[config.mk]
export PLATFORM = sky130hd
export DESIGN_NAME = sdram_init_monitor
export DESIGN_NICKNAME = d
export VERILOG_FILES = /design/src/rtl/sdram_pkg.sv /design/src/rtl/sdram_gap_timer.sv /design/src/rtl/sdram_init_monitor.sv
export SDC_FILE = /design/constraint.sdc
export NUM_CORES = 1
export LEC_CHECK = 0
export CORE_MARGIN = 2
export CORE_UTILIZATION = 32
export DETAILED_ROUTE_END_ITERATION = 10
export REMOVE_ABC_BUFFERS = 1
export SYNTH_ARGS = -nofsm -noshare
export SYNTH_HDL_FRONTEND = slang
export SYNTH_SLANG_ARGS = --single-unit
[constraint.sdc]
create_clock -name sclk -period 3.1 [get_ports sclk]
set_input_delay 0.31 -clock sclk [delete_from_list [all_inputs] [get_ports sclk]]
set_output_delay 0.31 -clock sclk [all_outputs]
set_load 0.01 [all_outputs]
[src/rtl/sdram_pkg.sv]
// Shared SDRAM definitions: command and error encodings, init FSM states,
// the command-strobe decoder and the mode-word legality check.
package sdram_pkg;

    localparam int unsigned CMD_W      = 3;
    localparam int unsigned ERR_W      = 3;
    localparam int unsigned AREF_CNT_W = 4;

    typedef enum logic [CMD_W-1:0] {
        CMD_NOP  = 3'd0,
        CMD_ACT  = 3'd1,
        CMD_RD   = 3'd2,
        CMD_WR   = 3'd3,
        CMD_BST  = 3'd4,
        CMD_PRE  = 3'd5,
        CMD_AREF = 3'd6,
        CMD_LMR  = 3'd7
    } cmd_t;

    typedef enum logic [ERR_W-1:0] {
        ERR_NONE  = 3'd0,
        ERR_PWR   = 3'd1,
        ERR_ORDER = 3'd2,
        ERR_TRP   = 3'd3,
        ERR_TRFC  = 3'd4,
        ERR_TMRD  = 3'd5,
        ERR_MODE  = 3'd6,
        ERR_CKE   = 3'd7
    } err_t;

    typedef enum logic [1:0] {
        ST_PWR_WAIT  = 2'd0,
        ST_WAIT_AREF = 2'd1,
        ST_READY     = 2'd2,
        ST_ERR       = 2'd3
    } init_state_t;

    // Deselect (cs_n high) is treated as NOP.
    function automatic cmd_t cmd_decode(input logic cs_n, input logic ras_n,
                                        input logic cas_n, input logic we_n);
        cmd_t c;
        c = CMD_NOP;
        if (!cs_n) begin
            case ({ras_n, cas_n, we_n})
                3'b111:  c = CMD_NOP;
                3'b011:  c = CMD_ACT;
                3'b101:  c = CMD_RD;
                3'b100:  c = CMD_WR;
                3'b110:  c = CMD_BST;
                3'b010:  c = CMD_PRE;
                3'b001:  c = CMD_AREF;
                3'b000:  c = CMD_LMR;
                default: c = CMD_NOP;
            endcase
        end
        return c;
    endfunction

    // Mode word is illegal for CAS latency outside {2,3}, addr[3] set, or a reserved burst length.
    function automatic logic mode_illegal(input logic [2:0] cl, input logic bt,
                                          input logic [2:0] bl);
        logic cl_bad;
        logic bl_bad;
        cl_bad = !((cl == 3'd2) || (cl == 3'd3));
        bl_bad = (bl == 3'b100) || (bl == 3'b101) || (bl == 3'b110);
        return cl_bad || bt || bl_bad;
    endfunction

endpackage

[src/rtl/sdram_gap_timer.sv]
// Command spacing timer: loads a cycle count, counts down to zero, busy while non-zero.
//  clk, rst_n   clock / async active-low reset
//  load         load load_val this cycle (takes precedence over counting)
//  load_val     cycles to hold busy after the loading edge
//  count        current remaining count (registered)
//  busy_c       count != 0
module sdram_gap_timer #(
    parameter int unsigned W = 3
) (
    input  logic         clk,
    input  logic         rst_n,
    input  logic         load,
    input  logic [W-1:0] load_val,
    output logic [W-1:0] count,
    output logic         busy_c
);

    always_ff @(posedge clk or negedge rst_n) begin
        if (!rst_n) begin
            count <= '0;
        end else if (load) begin
            count <= load_val;
        end else if (count != '0) begin
            count <= count - W'(1);
        end
    end

    assign busy_c = (count != '0);

endmodule

[src/rtl/sdram_init_monitor.sv]
// SDRAM power-up sequence monitor: decodes the sampled command bus, checks
// init order and command spacing, latches the mode register and flags the first violation.
//  sclk, srst_n               clock / async active-low reset
//  cke, cs_n, ras_n, cas_n, we_n, ba, addr   sampled SDRAM command bus
//  cmd                        decoded command of the last sampled cycle
//  init_done                  init sequence complete
//  mode_reg, cas_lat, burst_len   latched mode word and its fields
//  aref_cnt                   auto-refreshes seen during init (saturating)
//  err, err_code              sticky error flag and first error cause
module sdram_init_monitor
    import sdram_pkg::*;
#(
    parameter int unsigned ADDR_W  = 12,
    parameter int unsigned BA_W    = 2,
    parameter int unsigned PWR_CYC = 10000,
    parameter int unsigned T_RP    = 2,
    parameter int unsigned T_RFC   = 7,
    parameter int unsigned T_MRD   = 2,
    parameter int unsigned AREF_N  = 2
) (
    input  logic                  sclk,
    input  logic                  srst_n,
    input  logic                  cke,
    input  logic                  cs_n,
    input  logic                  ras_n,
    input  logic                  cas_n,
    input  logic                  we_n,
    input  logic [BA_W-1:0]       ba,
    input  logic [ADDR_W-1:0]     addr,
    output cmd_t                  cmd,
    output logic                  init_done,
    output logic [ADDR_W-1:0]     mode_reg,
    output logic [2:0]            cas_lat,
    output logic [2:0]            burst_len,
    output logic [AREF_CNT_W-1:0] aref_cnt,
    output logic                  err,
    output logic [ERR_W-1:0]      err_code
);

    localparam int unsigned PWR_W  = $clog2(PWR_CYC + 1);
    localparam int unsigned T_MAX  = (T_RP > T_RFC) ? ((T_RP > T_MRD) ? T_RP : T_MRD)
                                                    : ((T_RFC > T_MRD) ? T_RFC : T_MRD);
    localparam int unsigned GAP_W  = $clog2(T_MAX + 1);

    init_state_t           state_q, state_d;
    logic [PWR_W-1:0]      pwr_cnt_q;
    logic                  init_done_d;
    logic [ADDR_W-1:0]     mode_d;
    logic [AREF_CNT_W-1:0] aref_d;
    logic                  err_d;
    err_t                  code_q, code_d;
    err_t                  gap_src_q, gap_src_d;

    logic                  tmr_load;
    logic [GAP_W-1:0]      tmr_val;
    logic [GAP_W-1:0]      tmr_cnt;
    logic                  tmr_busy_c;

    cmd_t                  cmd_c;
    logic                  is_nop_c;
    logic                  pre_all_c;
    logic                  pwr_ok_c;
    logic                  mode_bad_c;
    logic                  order_bad_c;
    err_t                  cause_c;

    // Bank address carries no meaning for init checking.
    logic                  ba_unused;
    assign ba_unused = ^ba;

    sdram_gap_timer #(
        .W (GAP_W)
    ) u_gap_timer (
        .clk      (sclk),
        .rst_n    (srst_n),
        .load     (tmr_load),
        .load_val (tmr_val),
        .count    (tmr_cnt),
        .busy_c   (tmr_busy_c)
    );

    assign cmd_c      = cmd_decode(cs_n, ras_n, cas_n, we_n);
    assign is_nop_c   = (cmd_c == CMD_NOP);
    assign pre_all_c  = (cmd_c == CMD_PRE) && addr[10];
    assign pwr_ok_c   = (pwr_cnt_q >= PWR_W'(PWR_CYC));
    assign mode_bad_c = (cmd_c == CMD_LMR) && mode_illegal(addr[6:4], addr[3], addr[2:0]);

    // Commands that are out of sequence for the current init phase.
    always_comb begin
        order_bad_c = 1'b0;
        case (state_q)
            ST_PWR_WAIT:  order_bad_c = !is_nop_c && !pre_all_c;
            ST_WAIT_AREF: order_bad_c = !(is_nop_c || pre_all_c || (cmd_c == CMD_AREF) ||
                                          ((cmd_c == CMD_LMR) &&
                                           (aref_cnt >= AREF_CNT_W'(AREF_N))));
            default:      order_bad_c = 1'b0;
        endcase
    end

    // Error cause with fixed priority 1,3/4/5,2,6,7.
    always_comb begin
        cause_c = ERR_NONE;
        if ((state_q == ST_PWR_WAIT) && !is_nop_c && !pwr_ok_c) begin
            cause_c = ERR_PWR;
        end else if (tmr_busy_c && !is_nop_c) begin
            cause_c = gap_src_q;
        end else if (order_bad_c) begin
            cause_c = ERR_ORDER;
        end else if (mode_bad_c) begin
            cause_c = ERR_MODE;
        end else if (!cke && ((state_q == ST_PWR_WAIT) || (state_q == ST_WAIT_AREF))) begin
            cause_c = ERR_CKE;
        end
    end

    // Next-state and output logic.
    always_comb begin
        state_d     = state_q;
        init_done_d = init_done;
        mode_d      = mode_reg;
        aref_d      = aref_cnt;
        err_d       = err;
        code_d      = code_q;
        gap_src_d   = gap_src_q;
        tmr_load    = 1'b0;
        tmr_val     = '0;

        if (state_q != ST_ERR) begin
            if (cause_c != ERR_NONE) begin
                state_d     = ST_ERR;
                err_d       = 1'b1;
                code_d      = cause_c;
                init_done_d = 1'b0;
            end else begin
                case (cmd_c)
                    CMD_PRE: begin
                        tmr_load  = 1'b1;
                        tmr_val   = GAP_W'(T_RP);
                        gap_src_d = ERR_TRP;
                    end
                    CMD_AREF: begin
                        tmr_load  = 1'b1;
                        tmr_val   = GAP_W'(T_RFC);
                        gap_src_d = ERR_TRFC;
                    end
                    CMD_LMR: begin
                        tmr_load  = 1'b1;
                        tmr_val   = GAP_W'(T_MRD);
                        gap_src_d = ERR_TMRD;
                    end
                    default: ;
                endcase

                case (state_q)
                    ST_PWR_WAIT: begin
                        if (pre_all_c) state_d = ST_WAIT_AREF;
                    end
                    ST_WAIT_AREF: begin
                        if ((cmd_c == CMD_AREF) && (aref_cnt != '1)) begin
                            aref_d = aref_cnt + AREF_CNT_W'(1);
                        end
                        if (cmd_c == CMD_LMR) begin
                            mode_d  = addr;
                            state_d = ST_READY;
                        end
                    end
                    ST_READY: begin
                        if (cmd_c == CMD_LMR) mode_d = addr;
                        // Done once the tMRD window of the init LMR has run out.
                        if (!tmr_load && (tmr_cnt <= GAP_W'(1))) init_done_d = 1'b1;
                    end
                    default: ;
                endcase
            end
        end
    end

    always_ff @(posedge sclk or negedge srst_n) begin
        if (!srst_n) begin
            state_q   <= ST_PWR_WAIT;
            pwr_cnt_q <= '0;
            cmd       <= CMD_NOP;
            init_done <= 1'b0;
            mode_reg  <= '0;
            aref_cnt  <= '0;
            err       <= 1'b0;
            code_q    <= ERR_NONE;
            gap_src_q <= ERR_NONE;
        end else begin
            state_q   <= state_d;
            if (!pwr_ok_c) pwr_cnt_q <= pwr_cnt_q + PWR_W'(1);
            cmd       <= cmd_c;
            init_done <= init_done_d;
            mode_reg  <= mode_d;
            aref_cnt  <= aref_d;
            err       <= err_d;
            code_q    <= code_d;
            gap_src_q <= gap_src_d;
        end
    end

    assign err_code  = code_q;
    assign cas_lat   = mode_reg[6:4];
    assign burst_len = mode_reg[2:0];

endmodule
* Word-level counts from Yosys, hierarchy flattened
Memories as Yosys holds them, arrays and structs flattened. Index checks and enable logic that the tools add are counted.
Operators by class: magnitude comparators 3, eq/ne operators 14, reduce and logical (&&, ||, !) cells 44, bitwise gates (word level) 1, muxes and demuxes 25, add/sub/neg operators 3
Operator list (number):
- 3-bit 2-to-1 mux | 10
- 3-bit == test (second input constant) | 6
- 14-bit by 1-bit adder with 14-bit output (second input constant) | 1
- 14-bit greater-or-equal comparator (second input constant) | 1
- 4-bit AND reduction | 3
- 3-bit nonzero test | 4
- 1-bit logical AND | 10
- 1-bit logical OR | 9
- 3-bit case mux with 3 select lines | 1
- 1-bit 2-to-1 mux | 8
- 1-bit logical NOT | 7
- 3-bit by 2-bit == test with 1-bit output (second input constant) | 2
- 2-bit 2-to-1 mux | 3
- 3-bit by 2-bit != test with 1-bit output (second input constant) | 2
- 3-bit case mux with 2 select lines | 1
- 3-bit AND reduction | 2
- 2-bit nonzero test | 3
- 4-bit by 1-bit adder with 4-bit output (second input constant) | 1
- 4-bit by 2-bit greater-or-equal comparator with 1-bit output (second input constant) | 1
- 4-bit != test (second input constant) | 1
- 2-bit case mux with 2 select lines | 1
- 2-bit OR reduction | 2
- 3-bit by 1-bit <= comparator with 1-bit output (second input constant) | 1
- 3-bit logical NOT | 1
- other kinds (9) | 9
Storage, ports and cells: memories 1, memory bits (read-only) 24, word-level logic and storage cells 101, output and inout port bits 30, register bits after elaboration 46, input port bits 21
Memories:
- (no name shown) | words 8, width 3, read ports 1, clocked after Yosys merged registers in 0, wr ports 0, line sdram_pkg.sv:44 | case ({ras_n, cas_n, we_n})

* Depth between registers and ports, before layout
An unclocked memory read counts as a cell.
depth in word-level cells 20, depth in mapped cells 9, gate-level depth less buffers 8

* Cells and area by module
From an unflattened synthesis, not the netlist that was laid out.
Unflattened totals: cells, all modules 215, area total of the unflattened synthesis 2443.6 um^2
By module, submodules not included:
- sdram_init_monitor | seq. area each 1076.0 um^2, area each 2247.2 um^2, cells an instance 195, times used 1
- sdram_gap_timer | seq. area each 75.1 um^2, area each 196.4 um^2, cells an instance 20, times used 1

* Least setup slack after synthesis
No wires, ideal clock.
kind flip-flop to flip-flop, start point reg aref_cnt[0], end point reg gap_src_q[0], clock period less this slack 2.538 ns, data arrival time 2.414 ns, path buffers 1, required time 2.975 ns, cell stages (with the launch flop) 10, setup time 0.125 ns, path slack 0.562 ns, cell sequence dfrtp_1 -> inv_1 -> ha_1 -> nor4_1 -> o211ai_2 -> a2111oi_2 -> nor4_4 -> and3_2 -> buf_4 -> mux2_2
Between the ends: cells in the longest elaborated chain, start to end 11
RTL lines:
- start, declared | line sdram_init_monitor.sv:35 | output logic [AREF_CNT_W-1:0] aref_cnt,
- start signal, assigned | line sdram_init_monitor.sv:195 | aref_cnt <= aref_d;
- 4-bit by 2-bit greater-or-equal comparator with 1-bit output | line sdram_init_monitor.sv:95 | (aref_cnt >= AREF_CNT_W'(AREF_N))));
- 1-bit logical AND | line sdram_init_monitor.sv:94 | ((cmd_c == CMD_LMR) &&
- 1-bit logical OR | line sdram_init_monitor.sv:93 | ST_WAIT_AREF: order_bad_c = !(is_nop_c || pre_all_c || (cmd_c == CMD_AREF) ||
- 1-bit logical NOT | line sdram_init_monitor.sv:93
- 1-bit case mux with 2 select lines | line sdram_init_monitor.sv:91 | case (state_q)
- 3-bit 2-to-1 mux | line sdram_init_monitor.sv:107 | end else if (order_bad_c) begin
- 3-bit 2-to-1 mux | line sdram_init_monitor.sv:105 | end else if (tmr_busy_c && !is_nop_c) begin
- 3-bit 2-to-1 mux | line sdram_init_monitor.sv:103 | if ((state_q == ST_PWR_WAIT) && !is_nop_c && !pwr_ok_c) begin
- 3-bit nonzero test | line sdram_init_monitor.sv:129 | if (cause_c != ERR_NONE) begin
- 1-bit inverter (no source line)
- 3-bit AND reduction (no source line)
- end signal, assigned | line sdram_init_monitor.sv:198 | gap_src_q <= gap_src_d;
- end, declared | line sdram_init_monitor.sv:52 | err_t gap_src_q, gap_src_d;
Every way passes these cells. A chain may end at the register's enable or synchronous reset.

* Worst setup path after layout
start point reg aref_cnt[0], end point reg mode_reg[0]
Between the ends: cells in the longest elaborated chain, start to end 11
RTL lines:
- 4-bit by 2-bit greater-or-equal comparator with 1-bit output | line sdram_init_monitor.sv:95
- 1-bit logical AND | line sdram_init_monitor.sv:94
- 1-bit logical OR | line sdram_init_monitor.sv:93
- 1-bit logical NOT | line sdram_init_monitor.sv:93
- 1-bit case mux with 2 select lines | line sdram_init_monitor.sv:91
- 3-bit 2-to-1 mux | line sdram_init_monitor.sv:107
- 3-bit 2-to-1 mux | line sdram_init_monitor.sv:105
- 3-bit 2-to-1 mux | line sdram_init_monitor.sv:103
- 3-bit nonzero test | line sdram_init_monitor.sv:129
- 1-bit inverter (no source line)
- 4-bit AND reduction (no source line)
- end signal, assigned | line sdram_init_monitor.sv:194 | mode_reg <= mode_d;
- end, declared | line sdram_init_monitor.sv:32 | output logic [ADDR_W-1:0] mode_reg,
Every way passes these cells.

==> flow_summary.ini <==
[worst_setup_path]
crit_buf_inv = 2
critPathLaunchType = register
end_kind = register
path_cells = inv_1 > ha_1 > nor4_1 > o211ai_2 > a2111oi_2 > nor4_4 > nand4_2 > buf_4 > mux2_2
critical_path_class = reg2reg
worstPathRequired_ns = 3.29
crit_family = compound AO/OA/AOI/OAI gates
max_stage_delay_ns = 0.55
arrival_ns = 2.98
cp_slowest_cell = a2111oi_2
critPathMaxFanout = 12

[cts]
cts_hold_buf = 0
cts-root-buf = clkbuf_8
post_cts_buffers = 0
cts_buffers = 5
clkTransAtPathRegs_ns = 0.09
cts_resized = 0
cts_max_path_buffers = 2
cts_tree = built
cts_htree_levels = 2
clk-insertion-delay-late_ns = 0.29
clock_sinks = 46

[floorplanning]
ios = 51
rows = 32
die_y_um = 92.0
start_util = 0.326
die-width_um = 92.0
fp.coreArea_mm2 = 0.00761
die_area_mm2 = 0.00847

[sta]
drv_slew = 0
tightest_slew_ns = 1.01
slew_headroom = 0.329
tns_ns = 0
setup_viol = 0
finalCriticalPeriod_ns = 2.80
timing.hold.ws_ns = 0.180
rsz0062_at_grt = false
max_freq_ghz = 0.358
worst_clock_skew_ns = 0.00769
hold_violations = 0
fin_crit_sh = 0.902

[power_and_ir_drop]
power_density_mw_per_mm2 = 417
leakage_nw = 1.43
vdd_drop_max_v = 0.000135
p_total_mw = 1.32

[drt]
vias = 1814
drt-initial-drc-count = 108
routedWlPerCell_um = 13.2
firstDrtPassIters = 5
postRouteAntennaNets = 0
route.detailed.drc = 0
viasPerCell = 4.88
detail_route.wirelength_um = 4900

[grt]
grt_pass1_vias = 1752
grtUsageMet1 = 0.166
gr-usage-met2 = 0.182
grt_max_degree = 47
antenna_found_initial = 0
grt_overflow = 0
grt_pass1_wl_um = 8110
top_usage_layer = met2
met3_usage = 0.0320
grtUsageTotal = 0.119

[place]
io_buffers = 48
dpl.hpwl_um = 3610
gp_congestion = 0.790
place_inst = 364

[synthesis]
synth_ff_type = dfrtp_1
syn_inst = 219
synthArstFlopShare = 1.00
yosysSeqAreaShare = 0.464
synth-edff-count = 0
ys_types = 54
avgSynthCellArea_um2 = 11.3
synth_seq_cells = 46
ys_warn_count = 0
mappedNetlistArea_mm2 = 0.00248

[cells_and_area]
fin_nets = 301
final_cell_mix = 47 x clkdlybuf4s50_1, 46 x dfrtp_1, 14 x inv_1, 14 x xnor2_1, 11 x ha_1
final_cells = 372
utilization = 0.415
area_delta_synth_final_pct = 27.2
layout-drive-gt1-share = 0.159
n_antenna_cell = 0
layout_commonest_cell = clkdlybuf4s50_1
largest_register_ffs = 14

[hold_path]
hold_class = in2async

[run]
maxCapViolations = 0

[outcome]
status = finished, final reports clean
final cells by class:
type	instances	area [um2]
multi-input cells	146	1170
inverters	14	52.6
clock inverters	3	43.8
well taps	102	128
flip-flops and latches	46	1150
fillers	772	4450
repair buffers	56	536
clock buffers	5	68.8
power by group:
group / switching [mW] / internal [mW]
clock: 0.205 / 0.242
combinational: 0.116 / 0.103
sequential: 0.0220 / 0.627
worst reg2reg max path: stages, from the launching register on:
cell,delay (ns)
dfrtp_1,0.43
inv_1,0.07
ha_1,0.19
nor4_1,0.48
o211ai_2,0.15
a2111oi_2,0.55
nor4_4,0.11
nand4_2,0.11
buf_4,0.24
mux2_2,0.36
worst paths after layout:
check                                        start                       to  slack [ns]  cells past startpoint
min in group sclk          err_code[1]$_DFFE_PN0P_  err_code[1]$_DFFE_PN0P_        0.48                      1
max in group asynchronous                   srst_n  aref_cnt[2]$_DFFE_PN0P_        2.29                      1
setup reg to reg           aref_cnt[0]$_DFFE_PN0P_  mode_reg[0]$_DFFE_PN0P_        0.30                      9
setup / recovery           aref_cnt[0]$_DFFE_PN0P_  mode_reg[0]$_DFFE_PN0P_        0.30                      9
hold / removal                              srst_n         cmd[0]$_DFF_PN0_        0.18                      1
hold reg to reg            err_code[1]$_DFFE_PN0P_  err_code[1]$_DFFE_PN0P_        0.48                      1
synth_stat cells, types with 3 or more instances:
cell type | count | area share
dfrtp_1 | 46 | 0.46
ha_1 | 11 | 0.055
xnor2_1 | 14 | 0.049
mux2_2 | 4 | 0.018
nor4_1 | 4 | 0.010
nand2b_1 | 3 | 0.0076
and3_1 | 6 | 0.015
a21o_1 | 3 | 0.0091
nand3_1 | 9 | 0.018
o21ai_0 | 6 | 0.012
mux2i_1 | 5 | 0.020
nand4_1 | 4 | 0.010
nor2_1 | 10 | 0.015
inv_1 | 14 | 0.021
nand2_1 | 9 | 0.014
buf_4 | 10 | 0.030
nor2b_1 | 3 | 0.0076
mux2_4 | 10 | 0.061
layer usage:
metal  share of wire  vias up
met1            0.48      886
met5               0        -
met4          0.0069        0
met2            0.45       56
li1                -      870
met3           0.063        2
stage by stage:
stage                     cell area (um2)  worst slack, ns
after global placement               3040            0.215
final                                3150            0.305
after CTS                            3150            0.310
after floorplan                      2380            0.506
after global routing                 3150            0.108
after detailed placement             3040            0.222
cells by family (layout without fill, tap and decap cells):
kind of cell               after synthesis  in the layout  share of synthesized area
and+or+nand+nor                         66             66                      0.159
xor gates and xnor gates                16             16                     0.0565
AOI/OAI and AO/OA                       34             34                      0.104
adders and majority gates               11             11                     0.0555
muxes                                   19             19                     0.0989
buffers and inverters                   27             78                     0.0621
DFF                                     46             46                      0.464
Note: power is estimated with default switching activity, not from simulation.
